File: config.mk
export PLATFORM = sky130hd
export DESIGN_NAME = pipe_trace_monitor_flat
export DESIGN_NICKNAME = d
export VERILOG_FILES = /design/src/rtl/pipe_trace_monitor_pkg.sv /design/src/rtl/pipe_trace_monitor_if.sv /design/src/rtl/pipe_trace_monitor_fifo.sv /design/src/rtl/pipe_trace_monitor.sv /design/src/flat_wrapper.sv
export SDC_FILE = /design/constraint.sdc
export NUM_CORES = 1
export LEC_CHECK = 0
export BUFFER_PORTS_ARGS = -buffer_cell sky130_fd_sc_hd__buf_2
export CAP_MARGIN = 20
export CORE_MARGIN = 5
export CORE_UTILIZATION = 40
export CTS_CLUSTER_SIZE = 16
export DETAILED_ROUTE_END_ITERATION = 6
export GPL_TIMING_DRIVEN = 0
export HOLD_SLACK_MARGIN = 0.03
export SETUP_SLACK_MARGIN = 0.15
export SYNTH_ARGS = -nofsm -noshare
export SYNTH_HDL_FRONTEND = slang
export SYNTH_SLANG_ARGS = --single-unit
File: constraint.sdc
create_clock -name clock -period 8.6 [get_ports clock]
set_input_delay 0.43 -clock clock [delete_from_list [all_inputs] [get_ports clock]]
set_output_delay 0.43 -clock clock [all_outputs]
set_load 0.02 [all_outputs]
File: src/rtl/pipe_trace_monitor_pkg.sv
// pipe_trace_pkg: MIPS32 opcode/funct constants and the retire classifier
package pipe_trace_pkg;
  localparam logic [5:0] OP_RTYPE = 6'h00, OP_LW = 6'h23, OP_SW = 6'h2b;
  localparam logic [5:0] OP_BEQ = 6'h04, OP_BNE = 6'h05, OP_ADDI = 6'h08;
  localparam logic [5:0] FN_SLL = 6'h00, FN_SRL = 6'h02, FN_SLLV = 6'h04, FN_SRLV = 6'h06, FN_ADD = 6'h20;
  localparam logic [5:0] FN_SUB = 6'h22, FN_AND = 6'h24, FN_OR = 6'h25, FN_NOR = 6'h27, FN_SLT = 6'h2a;
  localparam logic [31:0] NOP = '0;
  typedef enum logic [1:0] {CLS_NONE, CLS_ALU, CLS_MEM, CLS_BRANCH} cls_e;
  function automatic cls_e instr_class(input logic [5:0] op, input logic [5:0] fn, input logic nz);
    logic alu_fn;
    alu_fn = fn inside {FN_SLL, FN_SRL, FN_SLLV, FN_SRLV, FN_ADD, FN_SUB, FN_AND, FN_OR, FN_NOR, FN_SLT};
    return !nz ? CLS_NONE :
           (op == OP_LW || op == OP_SW) ? CLS_MEM :
           (op == OP_BEQ || op == OP_BNE) ? CLS_BRANCH :
           ((op == OP_RTYPE && alu_fn) || op == OP_ADDI) ? CLS_ALU : CLS_NONE;
  endfunction
endpackage

File: src/rtl/pipe_trace_monitor_if.sv
// pipe_trace_monitor_if: core-side pipeline taps plus the trace FIFO read port
interface pipe_trace_monitor_if #(parameter int STAGES = 5, PC_W = 32, INSTR_W = 32);
  logic [PC_W-1:0] pc;
  logic [INSTR_W-1:0] if_instr, id_instr;
  logic stall;
  logic [STAGES*INSTR_W-1:0] stage_instr;
  logic rd_en;
  logic [PC_W+INSTR_W-1:0] rd_data;
  logic empty, full, overflow;
  modport master (output pc, if_instr, id_instr, rd_en, input stall, stage_instr, rd_data, empty, full, overflow);
  modport slave (input pc, if_instr, id_instr, rd_en, output stall, stage_instr, rd_data, empty, full, overflow);
endinterface

File: src/rtl/pipe_trace_monitor_fifo.sv
// trace_fifo: first-word-fall-through FIFO with a sticky drop flag
module trace_fifo #(parameter int WIDTH = 64, DEPTH = 16) (
  input  logic             clock,
  input  logic             reset,
  input  logic             push,
  input  logic [WIDTH-1:0] din,
  input  logic             pop,
  output logic [WIDTH-1:0] dout,
  output logic             empty,
  output logic             full,
  output logic             overflow
);
  localparam int AW = $clog2(DEPTH);
  logic [WIDTH-1:0] mem [DEPTH];
  logic [AW-1:0] wr_ptr, rd_ptr;
  logic [AW:0] count;
  logic do_push, do_pop;
  assign empty = count == '0;
  assign full = count == (AW+1)'(DEPTH);
  assign do_pop = pop && !empty;
  // a pop frees the head slot in the same edge, so a full FIFO still accepts
  assign do_push = push && (!full || do_pop);
  assign dout = empty ? '0 : mem[rd_ptr];
  always_ff @(posedge clock)
    if (do_push) mem[wr_ptr] <= din;
  always_ff @(posedge clock or negedge reset)
    if (!reset) begin
      wr_ptr <= '0;
      rd_ptr <= '0;
      count <= '0;
      overflow <= 1'b0;
    end else begin
      wr_ptr <= wr_ptr + AW'(do_push);
      rd_ptr <= rd_ptr + AW'(do_pop);
      count <= count + (AW+1)'(do_push) - (AW+1)'(do_pop);
      overflow <= overflow || (push && !do_push);
    end
endmodule

File: src/rtl/pipe_trace_monitor.sv
// pipe_trace_monitor: shadows PC/instr through the pipe, counts events, traces retires
module pipe_trace_monitor import pipe_trace_pkg::*; #(
  parameter int STAGES = 5, PC_W = 32, INSTR_W = 32, TRACE_DEPTH = 16, CNT_W = 32
) (
  input  logic             clock,
  input  logic             reset,
  pipe_trace_monitor_if.slave bus,
  output logic [CNT_W-1:0] cycle_cnt,
  output logic [CNT_W-1:0] retire_cnt,
  output logic [CNT_W-1:0] stall_cnt,
  output logic [CNT_W-1:0] mem_cnt,
  output logic [CNT_W-1:0] branch_cnt
);
  logic [PC_W-1:0] pc_prv;
  logic pc_valid, stall, retire;
  logic [INSTR_W-1:0] slot_q [2:STAGES-1];
  logic [PC_W-1:0] pc_q [2:STAGES-1];
  logic [STAGES*INSTR_W-1:0] stage;
  cls_e cls;
  function automatic logic [CNT_W-1:0] sat_inc(input logic [CNT_W-1:0] v, input logic en);
    return (en && v != '1) ? v + CNT_W'(1) : v;
  endfunction
  assign stall = pc_valid && bus.pc == pc_prv;
  assign retire = slot_q[STAGES-1] != INSTR_W'(NOP);
  assign cls = instr_class(slot_q[STAGES-1][31:26], slot_q[STAGES-1][5:0], retire);
  always_comb begin
    stage = '0;
    stage[0 +: INSTR_W] = bus.if_instr;
    stage[INSTR_W +: INSTR_W] = bus.id_instr;
    for (int k = 2; k < STAGES; k++) stage[k*INSTR_W +: INSTR_W] = slot_q[k];
  end
  assign bus.stall = stall;
  assign bus.stage_instr = stage;
  always_ff @(posedge clock or negedge reset)
    if (!reset) begin
      pc_prv <= '0;
      pc_valid <= 1'b0;
      for (int k = 2; k < STAGES; k++) begin
        slot_q[k] <= '0;
        pc_q[k] <= '0;
      end
      cycle_cnt <= '0;
      retire_cnt <= '0;
      stall_cnt <= '0;
      mem_cnt <= '0;
      branch_cnt <= '0;
    end else begin
      pc_prv <= bus.pc;
      pc_valid <= 1'b1;
      // the IF/ID word of a stalled fetch is a repeat, so it enters EX as a bubble
      slot_q[2] <= stall ? INSTR_W'(NOP) : bus.id_instr;
      pc_q[2] <= pc_prv;
      for (int k = 3; k < STAGES; k++) begin
        slot_q[k] <= slot_q[k-1];
        pc_q[k] <= pc_q[k-1];
      end
      cycle_cnt <= sat_inc(cycle_cnt, 1'b1);
      retire_cnt <= sat_inc(retire_cnt, retire);
      stall_cnt <= sat_inc(stall_cnt, stall);
      mem_cnt <= sat_inc(mem_cnt, cls == CLS_MEM);
      branch_cnt <= sat_inc(branch_cnt, cls == CLS_BRANCH);
    end
  trace_fifo #(.WIDTH(PC_W + INSTR_W), .DEPTH(TRACE_DEPTH)) u_fifo (
    .clock    (clock),
    .reset    (reset),
    .push     (retire),
    .din      ({pc_q[STAGES-1], slot_q[STAGES-1]}),
    .pop      (bus.rd_en),
    .dout     (bus.rd_data),
    .empty    (bus.empty),
    .full     (bus.full),
    .overflow (bus.overflow)
  );
endmodule

File: src/flat_wrapper.sv
// flat-port wrapper written by rule: the top's interface ports become plain ports
module pipe_trace_monitor_flat import pipe_trace_pkg::*;
#(
  parameter int STAGES = 5, PC_W = 32, INSTR_W = 32, TRACE_DEPTH = 16, CNT_W = 32
)
  (clock, reset, cycle_cnt, retire_cnt, stall_cnt, mem_cnt, branch_cnt, bus_pc, bus_if_instr, bus_id_instr, bus_rd_en, bus_stall, bus_stage_instr, bus_rd_data, bus_empty, bus_full, bus_overflow);
  pipe_trace_monitor_if #(.STAGES(STAGES), .PC_W(PC_W), .INSTR_W(INSTR_W)) bus_i ();
  input  logic clock;
  input  logic reset;
  output logic [CNT_W-1:0] cycle_cnt;
  output logic [CNT_W-1:0] retire_cnt;
  output logic [CNT_W-1:0] stall_cnt;
  output logic [CNT_W-1:0] mem_cnt;
  output logic [CNT_W-1:0] branch_cnt;
  input wire logic [$bits(bus_i.pc)-1:0] bus_pc;
  input wire logic [$bits(bus_i.if_instr)-1:0] bus_if_instr;
  input wire logic [$bits(bus_i.id_instr)-1:0] bus_id_instr;
  input wire logic [$bits(bus_i.rd_en)-1:0] bus_rd_en;
  output wire logic [$bits(bus_i.stall)-1:0] bus_stall;
  output wire logic [$bits(bus_i.stage_instr)-1:0] bus_stage_instr;
  output wire logic [$bits(bus_i.rd_data)-1:0] bus_rd_data;
  output wire logic [$bits(bus_i.empty)-1:0] bus_empty;
  output wire logic [$bits(bus_i.full)-1:0] bus_full;
  output wire logic [$bits(bus_i.overflow)-1:0] bus_overflow;
  assign bus_i.pc = bus_pc;
  assign bus_i.if_instr = bus_if_instr;
  assign bus_i.id_instr = bus_id_instr;
  assign bus_i.rd_en = bus_rd_en;
  assign bus_stall = bus_i.stall;
  assign bus_stage_instr = bus_i.stage_instr;
  assign bus_rd_data = bus_i.rd_data;
  assign bus_empty = bus_i.empty;
  assign bus_full = bus_i.full;
  assign bus_overflow = bus_i.overflow;
  pipe_trace_monitor #(.STAGES(STAGES), .PC_W(PC_W), .INSTR_W(INSTR_W), .TRACE_DEPTH(TRACE_DEPTH), .CNT_W(CNT_W)) u_core (.clock(clock), .reset(reset), .bus(bus_i), .cycle_cnt(cycle_cnt), .retire_cnt(retire_cnt), .stall_cnt(stall_cnt), .mem_cnt(mem_cnt), .branch_cnt(branch_cnt));
endmodule
Yosys cells after proc, flatten, opt, wreduce, memory -nomap -nowiden
Memories as Yosys holds them, arrays and structs flattened. Cells that the tools add are included. Widths: inputs -> output; s select.

Add/sub/neg operators: 9. Eq/ne operators: 23. Multiplexer cells: 8. Reductions and logical operators: 22.

Operator list (count): $add 32x1->32 const B (5); $ne 32x32->1 const B (5); $mux 64 (1); $eq 6x6->1 const B (8); $eq 32x32->1 (1); $mux 32 (1); $reduce_bool 32->1 (1); $eq 6x3->1 const B (4); $logic_not 6->1 (2); $reduce_bool 10->1 (1); $logic_and 1x1->1 (9); $add 4x1->4 (2); $eq 6x2->1 const B (1); $eq 6x4->1 const B (1); $mux 2 (3); $add 5x1->5 (1); $eq 5x5->1 const B (1); $logic_not 5->1 (1); $logic_or 1x1->1 (5); $sub 5x1->5 (1); $eq 2x2->1 const B (2); $logic_not 1->1 (3); $mux 1 (3).

Flip-flop bits (word level): 399. Memory bits (writable): 1024. Bits of input ports: 99. Output and inout port bits: 388. Word-level logic and storage cells: 80. Memories: 1.

Memory list: u_core.u_fifo.mem (words 16, width 64, read ports 1, clocked after memory_dff 0, wr ports 1, RTL line pipe_trace_monitor_fifo.sv:14) `logic [WIDTH-1:0] mem [DEPTH];`.

Longest topological paths before layout
Word-level depth: 10. Depth in mapped cells: 15. Gate-level depth less buffers: 15.

Hierarchy
From an unflattened synthesis, not the netlist that was laid out.

Cell total of the unflattened synthesis: 2771. Area, all modules: 53598.9 sq um.

Modules (own cells, without submodules): trace_fifo (times used 1, cells each 1645, area an instance 39028.7 sq um, sequential area each 31099.8 sq um); pipe_trace_monitor (times used 1, cells each 1126, area an instance 14570.2 sq um, sequential area each 9634.2 sq um).

Least setup slack after synthesis
No wires, ideal clock.

Path type: reg2reg. Start: reg u_core.slot_q (netlist bit u_core.bus.stage_instr[155]). End: mem u_core.u_fifo.mem[0][0] (enable). Setup time: 565 ps. Data arrival time: 5746 ps. Data required time: 8035 ps. Slack: 2290 ps. Stages on the path, launching flop included: 6. Path buffers: 0. Clock period less this slack: 6310 ps. Cell sequence: dfrtp_1 nor4_1 nand4_1 o22ai_1 or3_1 nor3_1.

Word-level cells in the longest chain between the ends: 4.

RTL lines: start: declaration (RTL line pipe_trace_monitor.sv:16) `logic [INSTR_W-1:0] slot_q [2:STAGES-1];`; start signal: indexed assignment (RTL line pipe_trace_monitor.sv:54) `slot_q[k] <= slot_q[k-1];`; $reduce_bool 32->1 (RTL line pipe_trace_monitor.sv:24) `assign retire = slot_q[STAGES-1] != INSTR_W'(NOP);`; $logic_and 1x1->1 (RTL line pipe_trace_monitor_fifo.sv:22) `assign do_push = push && (!full || do_pop);`; $mux 1 (RTL line pipe_trace_monitor_fifo.sv:25) `if (do_push) mem[wr_ptr] <= din;`; $mux 1 (implied by the code) (RTL line pipe_trace_monitor_fifo.sv:25); end: declaration (RTL line pipe_trace_monitor_fifo.sv:14).

Every way passes these cells.

Worst setup path in the final report
Start: reg u_core.u_fifo.rd_ptr[1]. End: out bus_rd_data[22].

Word-level cells in the longest chain between the ends: 2.

RTL lines: start: declaration (RTL line pipe_trace_monitor_fifo.sv:15) `logic [AW-1:0] wr_ptr, rd_ptr;`; start signal: assignment (RTL line pipe_trace_monitor_fifo.sv:34) `rd_ptr <= rd_ptr + AW'(do_pop);`; $mem_v2 16x64; $mux 64 (RTL line pipe_trace_monitor_fifo.sv:23) `assign dout = empty ? '0 : mem[rd_ptr];`; end: declaration (RTL line flat_wrapper.sv:21) `output wire logic [$bits(bus_i.rd_data)-1:0] bus_rd_data;`.

Every way passes these cells.

==> impl_summary.txt <==
----------------------------------------------------
[GRT]
  Global Route Usage Sum ... between 10% and 20%
  Vias in the first global route ... ~30000
  Global route total overflow ... 0
  First-pass GRT wire length ... between 150 and 200 mm
  Largest net degree at the start of global routing ... around 110
  Number of antenna violations at the first check in global routing ... 9

[Flow run]
  Max-cap viol count ... 0

[Placed design]
  Cell area reported after detailed placement ... about 0.060 sq mm
  Final HPWL from detailed placement ... 89.9 mm
  RD Place Congestion ... 0.781
  Worst Setup Slack post-DPL ... between 4 and 5 ns
  Number of buffer cells added on primary ports ... approximately 450

[Final layout]
  Area growth from synthesis to layout ... 22.1%
  Layout fillers ... between 10000 and 15000
  Proportion of layout cells with a drive suffix above 1 ... 34.6%
  Most common cell after layout, fill and taps aside ... edfxtp_1
  Sequential Area ... just over 0.04 sq mm
  Final std cell area, no fill ... about 0.066 sq mm
  Combined area of the multi-input logic cells ... 0.0121 sq mm
  Post-layout util ... just under 50%
  Nets ... 3526
  Highest-count cells in the layout ignoring fill and taps ... edfxtp_1 (1024), buf_2 (481), dfrtp_1 (399)
  Antenna cell count ... 0

[Floorplan]
  Area of the placeable core ... 0.133 sq mm
  Site row count ... 134
  DIE AREA ... 0.142 sq mm
  Initial cell density of the core ... 40.2%
  Boundary pin count ... 487
  Height of the chip ... roughly 380 um
  Die width ... around 380 um

[Timing]
  Tmin final ... 4.59 ns
  Final Hold Vio Count ... 0
  Unrepaired setup endpoints after global routing ... no
  Fin crit share ... between 50% and 60%
  Worst clock skew ... 0.0290 ns
  Maximum clock frequency ... 0.218 GHz
  Transition time at the pin with the least slew margin ... 1.08 ns
  Relative slew slack ... 28.0%
  Number of max-slew violations in the final report ... 0
  Setup ws final ... between 4 and 5 ns
  Final setup violation count ... 0

[Synth]
  Number of enable flip-flop cells after synthesis ... just over 1000
  Gate Count Post-Synth ... between 2000 and 3000
  Number of synthesized register bits ... 1423
  Synth async-reset ratio ... ~28%
  Synthesized net count ... 2761
  Yosys warns ... 0
  Number of unique standard cell types used by synthesis ... 57
  Portion of the post-synthesis area used by sequential elements ... around 76%
  Synth Cell Area ... between 0.05 and 0.06 sq mm
  Post-Synthesis Mean Instance Area ... roughly 20 sq um
  Synth Flop Type ... edfxtp_1

[Critical path]
  Crit path arrival time ... 4.16 ns
  Required time of the worst setup path ... around 8 ns
  Nature of the critical path endpoint ... output pin
  Kind of launch point of the worst setup path ... flip-flop
  Cells along the critical path ... clkbuf_1, clkbuf_1, clkbuf_1, mux4_2, mux4_2, nor2b_1, buf_2
  Most prevalent standard cell on the critical path ... clkbuf_1
  Crit Path Class ... reg2out
  Crit path max fanout ... 10
  Slowest CP cell ... clkbuf_1
  Delay of the slowest cell on the worst path ... about 0.74 ns

[Power]
  Switching share of power ... between 30% and 40%
  Power spent charging and discharging nets ... 6.57 mW
  Total power draw ... between 20 and 25 mW
  Cell internal power dissipation ... approximately 15 mW
  Combinational share of power ... between 20 and 30%
  Part of the power in the clock network ... between 30% and 40%
  Sequential share of power ... roughly 40%
  Leakage dissipation ... 24.1 nW
  Maximum vdd ir drop ... 0.223 mV
  Pwr dens ... approximately 330 mW/mm^2

[Run status]
  Run status ... finished, final reports clean

[Drt]
  Residual DRC ... 0
  Routed wire length ... approximately 140 mm
  Via count ... between 20000 and 30000
  Number of design-rule violations left by the first detailed-router iteration ... 2407
  Routed wire per std cell ... 25.5 um
  Post-DR vias/cell ... about 5.3
  Length of the first detailed-routing pass in iterations ... 5
  Antenna Nets Post-Route ... 0

[CTS]
  Clock sink count ... 1423
  CTS clk-pin slew, worst paths ... roughly 0.06 ns
  Insertion delay of the later-clocked pin in the worst-skew pair ... approximately 0.75 ns
  Number of buffers inserted by post-CTS setup repair ... 0
  Clk buf depth ... 3
  TritonCTS Buffers ... 151
  Cell chosen for the clock root ... clkbuf_16
  Number of levels the H-tree was split into ... 4
  Clock tree from TritonCTS ... yes

[Worst hold path]
  Path category of the worst min-delay check ... in2async

----------------------------------------------------
[per-layer routing]
metal / wire (um) / track usage, % / up-vias
met4: 2280 / 4.17 / 0
met5: 0 / 0 / -
met2: 65100 / 30.4 / 1052
met3: 11500 / 5.05 / 168
li1: - / - / 11900
met1: 56200 / 26.5 / 14900
[flip-flops by register name, summed over array words and instances, names as in the netlist, 4 cells and up]
signal and flops:
u_core.cycle_cnt 32, u_core.u_fifo.mem 1024, u_core.pc_q 96, u_core.u_fifo.wr_ptr 4
u_core.branch_cnt 32, u_core.retire_cnt 32, u_core.u_fifo.rd_ptr 4, u_core.u_fifo.count 5
u_core.bus.stage_instr 96, u_core.mem_cnt 32, u_core.stall_cnt 32, u_core.pc_prv 32
[final timing paths]
kind | cells after the start | startpoint | slack, ns | to
max in group asynchronous | 4 | reset | 7.07 | u_core.pc_q[13]
setup reg to reg | 11 | u_core.bus.stage_instr[128] | 4.18 | u_core.u_fifo.mem[9][48]
min in group clock | 0 | u_core.pc_q[86] | 0.34 | u_core.pc_q[54]
hold reg to reg | 0 | u_core.pc_q[86] | 0.34 | u_core.pc_q[54]
setup / recovery | 7 | u_core.u_fifo.rd_ptr[1] | 4.01 | bus_rd_data[22]
hold / removal | 2 | reset | 0.17 | u_core.stall_cnt[17]
[worst max-delay path: cells and delay by family, from the launching register on]
kind	cells	cell delay, ns
flip-flops	1	0.35
multiplexers	2	0.89
AND/OR/NAND/NOR	1	0.25
buffers and inverters	4	1.92
[synthesized netlist by cell type (all sizes together) (2+ instances only)]
master	count	area, sq um
edfxtp	1024	30700
dfrtp	399	9980
mux4	320	7210
xnor2	114	998
buf	100	658
nand2	83	312
xor2	77	674
nor2	74	278
nor2b	66	413
nand3	59	295
clkbuf	56	210
nand4	55	359
and2	42	263
inv	25	93.8
nor3	25	130
nor4	25	190
and3	21	131
and4	14	124
ha	14	175
or3	8	51.3
a21oi	5	25.0
mux2	5	56.3
o21ai	4	20.0
or4	4	33.8
nand2b	3	18.8
nor4b	3	32.5
a31oi	2	12.5
nand3b	2	15.0
or2	2	12.5
[repair_timing]
item	4_1_cts	5_1_grt
resized for setup	0	0
hold buffers	66	0
hold endpoints to repair	360	0
[stage by stage]
| stage | hold slack (ns) | TNS [ns] | cells |
|---|---|---|---|
| CTS | 0.0996 | 0 | 5302 |
| floorplan | 0.134 | 0 | 2647 |
| global route | 0.149 | 0 | 5303 |
| global placement | 0.333 | -2161.04 | 4869 |
| finish | 0.166 | 0 | 5303 |
| detailed placement | 0.335 | 0 | 4960 |
[cell families after synthesis]
kind of cell,after synthesis,synth area share (%)
AOI/OAI and AO/OA,22,0.284
xor gates and xnor gates,191,3.12
adders and majority gates,15,0.364
buffers and inverters,181,1.79
DFF,1423,75.9
muxes,325,13.5
other,1,0.00699
and+or+nand+nor,489,5.00
[cell type report]
type	count	share of cell area, %
Multi-Input combinational cell	1043	18.5
Buffer	156	1.32
Timing Repair Buffer	612	6.96
Inverter	25	0.143
Clock inverter	50	0.718
Clock buffer	226	6.88
Sequential cell	1423	62.1
Tap cell	1768	3.37
[power groups by stage]
stage | registers (mW) | logic [mW] | clock network [mW]
2_1_floorplan | 8.90 | 3.80 | 0
3_3_place_gp | 9.12 | 6.04 | 0
3_5_place_dp | 8.86 | 6.54 | 0
4_1_cts | 8.73 | 6.57 | 6.64
5_1_grt | 8.80 | 6.84 | 6.92
6_report | 8.73 | 6.41 | 6.47
No activity file was read; power rests on OpenSTA's default activity.
